`src/rtl/mem_bus_arbiter.sv`:
```
// -----------------------------------------------------------------------------
// mem_bus_arbiter
//
// Shares the single off-chip memory port between the I-cache and D-cache miss
// paths. One request is placed on the bus per cycle. The D-cache wins by
// default, and a starvation counter forces an I-cache grant after STARVE_LIMIT
// consecutive cycles in which the I-cache asked and was not accepted. A
// 15-entry tag table remembers which requester owns each outstanding load tag,
// so returned data can be steered back to that requester.
//
// Ports:
//   clock, reset          - clock (posedge) and asynchronous active-low reset
//   ic2arb_command/addr   - I-cache request (NONE or LOAD)
//   arb2ic_response       - accept tag for the I-cache (0 = retry)
//   arb2ic_data/tag       - returned line and tag for the I-cache (tag 0 = none)
//   dc2arb_command/addr/data/size - D-cache request (NONE, LOAD or STORE)
//   arb2dc_response       - accept tag for the D-cache (0 = retry)
//   arb2dc_data/tag       - returned data and tag for the D-cache
//   proc2mem_*            - shared memory bus request
//   mem2proc_response     - memory accept tag (0 = busy)
//   mem2proc_data/tag     - memory return (tag 0 = none)
//   outstanding_cnt       - number of valid tag-table entries
//   tag_error             - sticky flag: unowned return or double allocation
// -----------------------------------------------------------------------------
module mem_bus_arbiter #(
    parameter int XLEN         = 32,
    parameter int STARVE_LIMIT = 4
) (
    input  logic            clock,
    input  logic            reset,
    input  logic [1:0]      ic2arb_command,
    input  logic [XLEN-1:0] ic2arb_addr,
    output logic [3:0]      arb2ic_response,
    output logic [63:0]     arb2ic_data,
    output logic [3:0]      arb2ic_tag,
    input  logic [1:0]      dc2arb_command,
    input  logic [XLEN-1:0] dc2arb_addr,
    input  logic [63:0]     dc2arb_data,
    input  logic [1:0]      dc2arb_size,
    output logic [3:0]      arb2dc_response,
    output logic [63:0]     arb2dc_data,
    output logic [3:0]      arb2dc_tag,
    output logic [1:0]      proc2mem_command,
    output logic [XLEN-1:0] proc2mem_addr,
    output logic [63:0]     proc2mem_data,
    output logic [1:0]      proc2mem_size,
    input  logic [3:0]      mem2proc_response,
    input  logic [63:0]     mem2proc_data,
    input  logic [3:0]      mem2proc_tag,
    output logic [4:0]      outstanding_cnt,
    output logic            tag_error
);

    localparam int SW = $clog2(STARVE_LIMIT + 1);

    localparam logic [1:0]    CMD_NONE    = 2'd0;
    localparam logic [1:0]    CMD_LOAD    = 2'd1;
    localparam logic [1:0]    SIZE_DOUBLE = 2'd3;
    localparam logic [SW-1:0] STARVE_MAX  = SW'(STARVE_LIMIT);

    // Number of valid table entries; bit 0 never holds a live tag.
    function automatic logic [4:0] count_valid(input logic [15:0] v);
        logic [4:0] c;
        c = 5'd0;
        for (int i = 1; i < 16; i++) begin
            c = c + {4'd0, v[i]};
        end
        return c;
    endfunction

    // Tag table state (index = tag, entry 0 unused), counters and flags
    logic [15:0]   valid_r;
    logic [15:0]   owner_r;     // 1 = D-cache, 0 = I-cache
    logic [SW-1:0] starve_cnt_r;
    logic [4:0]    outstanding_r;
    logic          tag_error_r;

    logic [15:0]   valid_s;
    logic [15:0]   owner_s;
    logic [SW-1:0] starve_cnt_s;
    logic          tag_error_s;

    logic            ic_req_s;
    logic            dc_req_s;
    logic            force_ic_s;
    logic            grant_ic_s;
    logic            grant_dc_s;
    logic [1:0]      bus_cmd_s;
    logic [XLEN-1:0] bus_addr_s;
    logic [63:0]     bus_data_s;
    logic [1:0]      bus_size_s;
    logic            accept_s;
    logic            alloc_s;
    logic            ret_hit_s;
    logic            ret_miss_s;
    logic            ret_owner_s;
    logic            realloc_err_s;

    // Grant selection: D-cache by default, I-cache when alone or starved
    always_comb begin
        ic_req_s   = (ic2arb_command != CMD_NONE);
        dc_req_s   = (dc2arb_command != CMD_NONE);
        force_ic_s = (starve_cnt_r == STARVE_MAX);
        grant_ic_s = ic_req_s && (!dc_req_s || force_ic_s);
        grant_dc_s = dc_req_s && !grant_ic_s;
    end

    // Bus request mux; the I-cache always moves whole lines with no store data
    always_comb begin
        bus_cmd_s  = CMD_NONE;
        bus_addr_s = {XLEN{1'b0}};
        bus_data_s = 64'd0;
        bus_size_s = 2'd0;
        if (grant_ic_s) begin
            bus_cmd_s  = ic2arb_command;
            bus_addr_s = ic2arb_addr;
            bus_data_s = 64'd0;
            bus_size_s = SIZE_DOUBLE;
        end else if (grant_dc_s) begin
            bus_cmd_s  = dc2arb_command;
            bus_addr_s = dc2arb_addr;
            bus_data_s = dc2arb_data;
            bus_size_s = dc2arb_size;
        end else begin
            bus_cmd_s  = CMD_NONE;
            bus_addr_s = {XLEN{1'b0}};
            bus_data_s = 64'd0;
            bus_size_s = 2'd0;
        end
    end

    // Accept and return classification against the current table
    always_comb begin
        accept_s    = (mem2proc_response != 4'd0);
        alloc_s     = accept_s && (bus_cmd_s == CMD_LOAD);
        ret_hit_s   = (mem2proc_tag != 4'd0) && valid_r[mem2proc_tag];
        ret_miss_s  = (mem2proc_tag != 4'd0) && !valid_r[mem2proc_tag];
        ret_owner_s = owner_r[mem2proc_tag];
        // Reusing a tag that is being returned this same cycle is legitimate.
        realloc_err_s = alloc_s && valid_r[mem2proc_response] &&
                        !(ret_hit_s && (mem2proc_tag == mem2proc_response));
    end

    // Next table contents; allocation is applied last so it wins a same-tag clear
    always_comb begin
        valid_s = valid_r;
        owner_s = owner_r;
        if (ret_hit_s) begin
            valid_s[mem2proc_tag] = 1'b0;
        end else begin
            valid_s = valid_s;
        end
        if (alloc_s) begin
            valid_s[mem2proc_response] = 1'b1;
            owner_s[mem2proc_response] = grant_dc_s;
        end else begin
            owner_s = owner_s;
        end
        tag_error_s = tag_error_r || ret_miss_s || realloc_err_s;
    end

    // Starvation counter: clears on I-cache idle or accept, saturates otherwise
    always_comb begin
        if (!ic_req_s) begin
            starve_cnt_s = {SW{1'b0}};
        end else if (grant_ic_s && accept_s) begin
            starve_cnt_s = {SW{1'b0}};
        end else if (starve_cnt_r != STARVE_MAX) begin
            starve_cnt_s = starve_cnt_r + SW'(1);
        end else begin
            starve_cnt_s = starve_cnt_r;
        end
    end

    // State registers
    always_ff @(posedge clock or negedge reset) begin
        if (!reset) begin
            valid_r       <= 16'd0;
            owner_r       <= 16'd0;
            starve_cnt_r  <= {SW{1'b0}};
            outstanding_r <= 5'd0;
            tag_error_r   <= 1'b0;
        end else begin
            valid_r       <= valid_s;
            owner_r       <= owner_s;
            starve_cnt_r  <= starve_cnt_s;
            outstanding_r <= count_valid(valid_s);
            tag_error_r   <= tag_error_s;
        end
    end

    // Output drive; everything is held at zero while reset is asserted
    always_comb begin
        if (!reset) begin
            proc2mem_command = CMD_NONE;
            proc2mem_addr    = {XLEN{1'b0}};
            proc2mem_data    = 64'd0;
            proc2mem_size    = 2'd0;
            arb2ic_response  = 4'd0;
            arb2dc_response  = 4'd0;
            arb2ic_tag       = 4'd0;
            arb2ic_data      = 64'd0;
            arb2dc_tag       = 4'd0;
            arb2dc_data      = 64'd0;
        end else begin
            proc2mem_command = bus_cmd_s;
            proc2mem_addr    = bus_addr_s;
            proc2mem_data    = bus_data_s;
            proc2mem_size    = bus_size_s;
            arb2ic_response  = grant_ic_s ? mem2proc_response : 4'd0;
            arb2dc_response  = grant_dc_s ? mem2proc_response : 4'd0;
            arb2ic_tag       = (ret_hit_s && !ret_owner_s) ? mem2proc_tag  : 4'd0;
            arb2ic_data      = (ret_hit_s && !ret_owner_s) ? mem2proc_data : 64'd0;
            arb2dc_tag       = (ret_hit_s &&  ret_owner_s) ? mem2proc_tag  : 4'd0;
            arb2dc_data      = (ret_hit_s &&  ret_owner_s) ? mem2proc_data : 64'd0;
        end
    end

    assign outstanding_cnt = outstanding_r;
    assign tag_error       = tag_error_r;

endmodule
```
`config.mk`:
```
export PLATFORM = sky130hd
export DESIGN_NAME = mem_bus_arbiter
export DESIGN_NICKNAME = d
export VERILOG_FILES = /design/src/rtl/mem_bus_arbiter.sv
export SDC_FILE = /design/constraint.sdc
export NUM_CORES = 1
export LEC_CHECK = 0
export ABC_AREA = 1
export BUFFER_PORTS_ARGS = -buffer_cell sky130_fd_sc_hd__buf_4
export CAP_MARGIN = 20
export CORE_AREA = 2 2 180 182
export CTS_BUF_LIST = sky130_fd_sc_hd__clkbuf_16
export DETAILED_ROUTE_END_ITERATION = 6
export DIE_AREA = 0 0 182 184
export PLACE_DENSITY_LB_ADDON = 0.08
export SYNTH_ARGS = -nofsm -noshare
export SYNTH_HDL_FRONTEND = slang
export SYNTH_SLANG_ARGS = --single-unit
```
`constraint.sdc`:
```
create_clock -name clock -period 13.12 [get_ports clock]
set_clock_uncertainty 0.1 [all_clocks]
set_input_delay 3.28 -clock clock [delete_from_list [all_inputs] [get_ports clock]]
set_output_delay 3.28 -clock clock [all_outputs]
set_load 0.01 [all_outputs]
```
-- After elaboration in Yosys (flattened, before gate mapping)
Cells that the tools add are included.
Widths: inputs -> output; s select.
- mux-type cells: 40
- equality and inequality tests: 5
- reductions and logical operators: 25
- add/subtract/negate cells: 15
- bitwise gates (word level): 3
- $lt $le $gt $ge: 4
- operators with widths (cell ; count):
    $mux 64 ; 7
    $mux 32 ; 3
    $add 5x1->5 ; 10
    $mux 16 ; 2
    $mux 4 ; 8
    $and 16x16->16 ; 1
    $bwmux 16 ; 1
    $not 16->16 ; 1
    $or 16x16->16 ; 1
    $logic_and 1x1->1 ; 13
    $bmux 1 s4 ; 3
    $mux 2 ; 6
    $lt 4x5->1 const B ; 2
    $mux 3 ; 3
    $demux 1 s4 ; 2
    $ge 4x1->1 const B ; 2
    $reduce_bool 4->1 ; 2
    $add 4x1->5 ; 1
    $logic_not 1->1 ; 5
    $mux 1 ; 5
    $add 3x1->4 ; 1
    $eq 4x4->1 ; 1
    $reduce_bool 2->1 ; 2
    $add 2x1->3 ; 1
    other kinds (7) ; 9
- flip-flop bits (word level): 41
- logic and storage cells: 97

-- Longest topological paths before layout
Gate-level depths: netlist of run 1.
- word-level depth: 25
- mapped depth: 22

-- Least setup slack after synthesis of run 1
No wires, ideal clock.
- path kind: input to output
- start point: input mem2proc_tag[0]
- end point: output arb2ic_data[43]
- stages: 15
- slack: 5198 ps
- path buffers: 4
- data arrival time: 4542 ps
- path through: buf_6 inv_4 buf_6 nand2_1 nand2_1 nand2_1 nand2_1 nand2_1 nand2_1 inv_2 nand2_2 nand3_2 buf_4 buf_6 nor2_1
- cells in the longest elaborated chain, start to end: 6
- RTL lines (item ; line ; RTL):
    from (decl) ; 49 ; input logic [3:0] mem2proc_tag,
    $bmux 1 s4, on equally long branches ; 136, 138 ;
    $mux 1, on equally long branches ; 136, 138 ;
    $logic_and 1x1->1 / $logic_not 1->1 (equally long branches) ; 136, 213 ;
    $logic_and 1x1->1 (*) ; 213 ; arb2ic_data = (ret_hit_s && !ret_owner_s) ? mem2proc_data : 64'd0;
    $mux 64 (*) ; 213 ;
    $mux 64 (*) ; 194 ; if (!reset) begin
    to (decl) ; 34 ; output logic [63:0] arb2ic_data,
Mark *: on every way between the ends. The rest lies on a longest branch, timed or not. The select of a mux whose other input is x is not followed.

-- Final worst setup path of run 1
- start point: input dc2arb_command[0]
- end point: output proc2mem_addr[9]
- cells in the longest elaborated chain, start to end: 9
- RTL lines (item ; line ; RTL):
    from (decl) ; 36 ; input logic [1:0] dc2arb_command,
    $reduce_bool 2->1 (*) ; 102 ; dc_req_s = (dc2arb_command != CMD_NONE);
    $logic_not 1->1 ; 104 ; grant_ic_s = ic_req_s && (!dc_req_s || force_ic_s);
    $logic_or 1x1->1 ; 104 ;
    $logic_and 1x1->1 ; 104 ;
    $logic_not 1->1 ; 105 ; grant_dc_s = dc_req_s && !grant_ic_s;
    $logic_and 1x1->1 ; 105 ;
    $mux 32 ; 119 ; end else if (grant_dc_s) begin
    $mux 32 (*) ; 114 ; if (grant_ic_s) begin
    $mux 32 (*) ; 194 ;
    to (decl) ; 44 ; output logic [XLEN-1:0] proc2mem_addr,
Mark *: on every way between the ends. The rest lies on a longest branch, timed or not.

==> results of run 1 <==
-- power by group --
part / leakage [nW] / switching [mW] / total, mW / internal [mW]
Sequential: 0.514 / 0.0268 / 0.194 / 0.167
Combinational: 4.32 / 0.295 / 0.513 / 0.218
Clock: 0.0789 / 0.0517 / 0.140 / 0.0885
Total: 4.92 / 0.374 / 0.847 / 0.474
-- final cells by class --
class,instances,area share (%)
clock buffers,5,1.478
multi-input cells,607,32.35
inverters,148,6.594
flip-flops and latches,40,11.83
well taps,402,5.943
diodes,5,0.1478
clock inverters,3,0.4435
repair buffers,462,41.22
-- kinds of logic after synthesis --
logic type	synth area share (%)
and+or+nand+nor	44.54
adders and majority gates	5.505
buffers and inverters	18.03
AOI/OAI and AO/OA	9.056
xor gates and xnor gates	0.7706
other	0.08250
DFF	22.02
-- per-stage QoR --
step	hold WS, ns	setup slack (ns)
detailed placement	0.2684	4.209
finish	0.2774	4.280
CTS	0.2822	4.197
floorplan	0.3294	5.198
global route	0.2936	4.060
global placement	0.2675	4.203
-- cell usage after synthesis, types with 8 or more instances --
cell type,instances
nor2_2,11
nand2_1,206
buf_2,8
a21oi_1,10
nor2_1,225
o21ai_1,10
nand3_1,55
fa_1,10
clkbuf_1,29
inv_1,142
dfrtp_1,40
o21ai_0,61
-- layout by cell type, fill, tap and decap left out, types with 4 or more instances in the layout --
cell,netlist,layout
fa_1,10,10
nor2_1,225,225
diode_2,0,5
nand2_1,206,206
dfrtp_1,40,40
xor2_1,4,4
o21ai_0,61,61
o21ai_1,10,10
inv_2,4,4
clkbuf_16,0,5
ha_1,4,4
inv_1,142,142
buf_4,6,461
nor2_2,11,11
a21oi_1,10,10
nand3_1,55,54
-- flip-flops by register name, summed over array words and instances (netlist names) --
name and count:
owner_r 16, starve_cnt_r 3, tag_error 1, outstanding_cnt 4, valid_r 16
-- how the worst max path moves through the flow --
stage | start | end | slack [ns]
after CTS | dc2arb_command[0] | proc2mem_addr[9] | 4.20
after floorplan | mem2proc_tag[0] | arb2ic_data[43] | 5.20
after global routing | dc2arb_command[0] | proc2mem_addr[9] | 4.06
final | dc2arb_command[0] | proc2mem_addr[9] | 4.28
after global placement | dc2arb_command[0] | proc2mem_addr[9] | 4.20
after detailed placement | dc2arb_command[0] | proc2mem_addr[9] | 4.21
-- worst max-delay path: stages --
cell and delay, ns:
buf_4 0.11, inv_1 0.06, nand2_1 0.16, nand2_1 0.14, nand2_2 0.15, nand3_4 0.18
buf_4 0.73, o21ai_0 0.37, buf_4 0.25
-- metal layers --
metal | GRT usage, % | vias up
li1 | - | 3339
met1 | 21.25 | 2987
met2 | 32.24 | 286
met3 | 7.468 | 23
met4 | 3.806 | 4
met5 | 0 | -
==> results.py, run 1 <==
metrics = {
    "floorplanning": {
        "core_um2": 31390,
        "initial_core_util_pct": 14.48,
        "fp.dieW_um": 182,
        "die_area_um2": 33490,
        "num_rows": 65,
        "ios": 458,
        "die_h_um": 184,
    },
    "global_route": {
        "antenna_found_initial": 7,
        "grt_pass1_vias": 6722,
        "grtUsageTotal_pct": 18.46,
        "grt_max_degree": 89,
        "grt_pass1_wl_mm": 45.53,
        "overflow": 0,
    },
    "worst_setup_path": {
        "worstSetupEndpointType": "primary output",
        "reg2reg_from": "starve_cnt_r[0]$_DFFE_PN0P_",
        "crit_required_ns": 9.74,
        "r2r-end": "outstanding_cnt[1]$_DFF_PN0_",
        "worstRegToRegCells": 20,
        "cp.arrival_ns": 5.46,
        "crit_path_max_fanout": 88,
        "critical_path_class": "input port to primary output",
        "rrSetupSlack_ns": 7.52,
        "cp-start-kind": "input port",
    },
    "sta": {
        "worst_pin_slew_ns": 0.8931,
        "tns_ns": 0,
        "finalCriticalPeriod_ns": 8.840,
        "finalSetupViolations": 0,
        "fmax_mhz": 113.1,
        "finalCritPeriodShare_pct": 67.38,
        "rsz0062_at_grt": "false",
        "hold_viol": 0,
        "relSlewSlack_pct": 40.46,
        "slew_violations": 0,
    },
    "synth": {
        "netlist_area_um2": 4546,
        "yosys.area.top_type": "dfrtp_1",
        "synth_cell_types": 27,
        "netlist_instances": 844,
        "syn-num-nets": 1066,
        "synthArstFlopShare_pct": 100.0,
        "ys_seq_elements": 40,
        "avgSynthCellArea_um2": 5.386,
        "synth.area.top_cells": "dfrtp_1 (22%), nor2_1 (19%), nand2_1 (17%)",
        "yosysTopAreaCellShare_pct": 22.02,
        "synth-edff-count": 0,
        "yosys_warnings": 0,
        "synthFlopType": "dfrtp_1",
        "ys_seq_area_share_pct": 22.02,
    },
    "routing": {
        "routed.top_layer": "met5",
        "wl_met2_mm": 16.29,
        "drt-total-wl_mm": 32.76,
        "post_drt_wl_per_cell_um": 19.60,
        "dr.pass1.iters": 5,
        "ant_nets": 0,
        "met3_length_mm": 3.344,
        "drt-initial-drc-count": 367,
        "wl_met1_mm": 12.75,
        "vias_per_cell": 3.971,
        "drc": 0,
        "vias": 6639,
    },
    "cts": {
        "cts_setup_buffers": 0,
        "cts.repair.resized": 0,
        "clkSinkCount": 40,
        "clk_latency_ns": 0.28,
        "cts_tree": "done",
        "cts_root_buffer": "clkbuf_16",
        "clock_path_buffers": 2,
        "cts-htree-levels": 2,
        "path_clk_slew_ns": 0.06,
        "cts_hold_buf": 0,
        "cts_made_buffers": 5,
    },
    "layout": {
        "drive_gt1_share_pct": 38.74,
        "regArea_um2": 1001,
        "synthToLayoutAreaGrowth_pct": 86.18,
        "utilization_pct": 26.96,
        "n_fill_cell": 3683,
        "final_nets": 1486,
        "stdcell_area_um2": 8463,
        "fin_cells": 1672,
        "multi_input_area_um2": 2738,
    },
    "worst_hold_path": {
        "hp-class": "register to register",
        "hold_end": "owner_r[0]$_DFFE_PN0P_",
        "hold_depth": 0,
        "holdCritStartpoint": "owner_r[0]$_DFFE_PN0P_",
    },
    "placement": {
        "postPlaceCellArea_um2": 8288,
        "gp_congestion": 0.8297,
        "placed_cells": 1659,
        "dpl.hpwl_mm": 27.66,
        "port_buffers": 456,
    },
    "run": {
        "maxCapViolations": 0,
    },
    "pwr": {
        "peakVddDrop_mv": 0.06243,
        "powerDensity_nw_per_um2": 100.1,
        "leakagePower_nw": 4.917,
        "power_mw": 0.8475,
    },
    "status": {
        "outcome": "completed",
    },
}
Power figures use the tool's default switching activity.
==> run 2, diff against run 1 <==
--- a/config.mk
+++ b/config.mk
@@ -8,10 +8,10 @@
 export ABC_AREA = 1
 export BUFFER_PORTS_ARGS = -buffer_cell sky130_fd_sc_hd__buf_4
 export CAP_MARGIN = 20
-export CORE_AREA = 2 2 180 182
+export CORE_AREA = 2 2 176 178
 export CTS_BUF_LIST = sky130_fd_sc_hd__clkbuf_16
 export DETAILED_ROUTE_END_ITERATION = 6
-export DIE_AREA = 0 0 182 184
+export DIE_AREA = 0 0 178 180
 export PLACE_DENSITY_LB_ADDON = 0.08
 export SYNTH_ARGS = -nofsm -noshare
 export SYNTH_HDL_FRONTEND = slang
==> constraint.sdc (replaced) <==
create_clock -name clock -period 8.25 [get_ports clock]
set_clock_uncertainty 0.1 [all_clocks]
set_input_delay 2.0625 -clock clock [delete_from_list [all_inputs] [get_ports clock]]
set_output_delay 2.0625 -clock clock [all_outputs]
set_load 0.01 [all_outputs]
==> results.py, run 2 (synthesized netlist as in run 1, its figures left out) <==
metrics = {
    "worst_setup_path": {
        "crit_family": "adder cells",
        "startpoint": "dc2arb_command[0]",
        "crit_path_max_fanout": 17,
        "crit_buf_inv": 6,
        "r2r-end": "outstanding_cnt[1]$_DFF_PN0_",
        "cp_common_cell": "fa_1",
        "cp-start-kind": "input port",
        "cp.arrival_ns": 6.84,
        "crit_required_ns": 8.32,
        "critical_path_class": "input port to register",
        "slowest_delay_ns": 0.57,
        "worstSetupEndpointType": "register",
        "path_cells": "buf_4 -> inv_1 -> nand2_1 -> nand2_1 -> nand2_2 -> nand2_1 -> nand2_1 -> nor2_2 -> nand3_1 -> nand2_1 -> inv_1 -> fa_1 -> fa_1 -> fa_1 -> inv_1 -> fa_1 -> inv_1 -> fa_1 -> inv_1 -> fa_1",
        "worstRegToRegCells": 20,
        "reg2reg_from": "starve_cnt_r[0]$_DFFE_PN0P_",
        "slowest_stage": "nor2_2",
        "rrSetupSlack_ns": 2.79,
    },
    "sta": {
        "relSlewSlack_pct": 31.88,
        "slew_violations": 0,
        "rsz0062_at_grt": "false",
        "hold_viol": 0,
        "finalSetupViolations": 0,
        "finalCritPeriodShare_pct": 82.06,
        "finalCriticalPeriod_ns": 6.770,
        "fmax_mhz": 147.7,
        "worst_pin_slew_ns": 1.011,
        "tns_ns": 0,
    },
    "routing": {
        "ant_nets": 0,
        "drt-initial-drc-count": 367,
        "drt-total-wl_mm": 34.05,
        "vias_per_cell": 4.051,
        "dr.pass1.iters": 5,
        "vias": 6753,
        "drc": 0,
        "post_drt_wl_per_cell_um": 20.42,
    },
    "placement": {
        "gp_congestion": 0.8775,
        "placed_cells": 1655,
        "port_buffers": 456,
        "dpl.hpwl_mm": 28.65,
    },
    "floorplanning": {
        "ios": 458,
        "fp.dieW_um": 178,
        "die_h_um": 180,
        "core_um2": 30190,
        "num_rows": 64,
        "die_area_um2": 32040,
        "initial_core_util_pct": 15.06,
    },
    "global_route": {
        "grt_max_degree": 55,
        "grtUsageTotal_pct": 20.13,
        "grt_pass1_vias": 6734,
        "overflow": 0,
        "antenna_found_initial": 4,
        "grt_pass1_wl_mm": 47.17,
    },
    "layout": {
        "n_fill_cell": 3527,
        "synthToLayoutAreaGrowth_pct": 86.04,
        "mostFrequentLayoutCell": "buf_4",
        "most-common-layout-cells": "buf_4 (464), nor2_1 (225), nand2_1 (206)",
        "final_nets": 1488,
        "drive_gt1_share_pct": 38.99,
        "regArea_um2": 1001,
        "fin_cells": 1667,
        "multi_input_area_um2": 2738,
    },
    "pwr": {
        "leakagePower_nw": 4.920,
        "peakVddDrop_mv": 0.09198,
        "powerDensity_nw_per_um2": 162.4,
    },
    "cts": {
        "clkSinkCount": 40,
        "path_clk_slew_ns": 0.06,
        "clk_latency_ns": 0.29,
        "cts-htree-levels": 2,
        "cts_root_buffer": "clkbuf_16",
        "cts_hold_buf": 0,
        "clock_path_buffers": 2,
        "cts_made_buffers": 5,
        "cts.repair.resized": 0,
        "cts_setup_buffers": 0,
        "cts_tree": "done",
    },
    "run": {
        "maxCapViolations": 0,
    },
    "worst_hold_path": {
        "holdCritStartpoint": "owner_r[0]$_DFFE_PN0P_",
        "hold_depth": 0,
        "hold_end": "owner_r[0]$_DFFE_PN0P_",
        "hp-class": "register to register",
    },
    "status": {
        "outcome": "completed",
    },
}
-- run 2: cell count changes in the layout (fill, tap and decap cells not counted) --
cell / before / now
clkinvlp_4: 0 / 1
clkinv_1: 3 / 1
diode_2: 5 / 4
buf_4: 461 / 464
buf_16: 1 / 0
inv_6: 0 / 1
-- run 2: stage by stage --
step / utilization, % / area, um2 / hold WS [ns] / total power, mW / worst slack [ns]
2_1_floorplan: - / 4546 / 0.3294 / 0.7667 / 1.954
3_3_place_gp: 27.41 / 8275 / 0.2859 / 1.156 / 1.179
3_5_place_dp: 27.41 / 8275 / 0.2880 / 1.152 / 1.137
4_1_cts: 27.98 / 8447 / 0.3042 / 1.397 / 1.411
5_1_grt: 28.01 / 8457 / 0.3190 / 1.518 / 1.119
6_report: 28.01 / 8457 / 0.3035 / 1.373 / 1.480
-- run 2: where the power goes --
part,switching [mW],internal [mW],total [mW]
sequential,0.0478,0.266,0.314
combinational,0.483,0.341,0.823
clock,0.0920,0.144,0.236
-- run 2: layer usage --
layer	vias to the layer above	routed length, um	GRT usage (%)
met1	3081	12930	22.84
li1	3344	-	-
met3	18	4383	9.835
met2	310	16360	34.28
met4	0	369	3.607
met5	-	0	0
-- run 2: layout make-up --
| type | count | area share (%) |
|---|---|---|
| Sequential cell | 40 | 11.84 |
| Clock buffer | 5 | 1.480 |
| Antenna cell | 4 | 0.1184 |
| Inverter | 148 | 6.599 |
| Multi-Input combinational cell | 607 | 32.37 |
| Tap cell | 396 | 5.859 |
| Clock inverter | 3 | 0.5474 |
| Timing Repair Buffer | 464 | 41.19 |
-- run 2: worst max-delay path by stage --
stage                                   endpoint  slack [ns]  cells after the start
global placement    outstanding_cnt[1]$_DFF_PN0_        1.18                     20
detailed placement  outstanding_cnt[1]$_DFF_PN0_        1.14                     20
floorplan           outstanding_cnt[1]$_DFF_PN0_        1.95                     18
global route        outstanding_cnt[1]$_DFF_PN0_        1.12                     20
CTS                              arb2dc_data[55]        1.41                     13
finish              outstanding_cnt[1]$_DFF_PN0_        1.48                     20
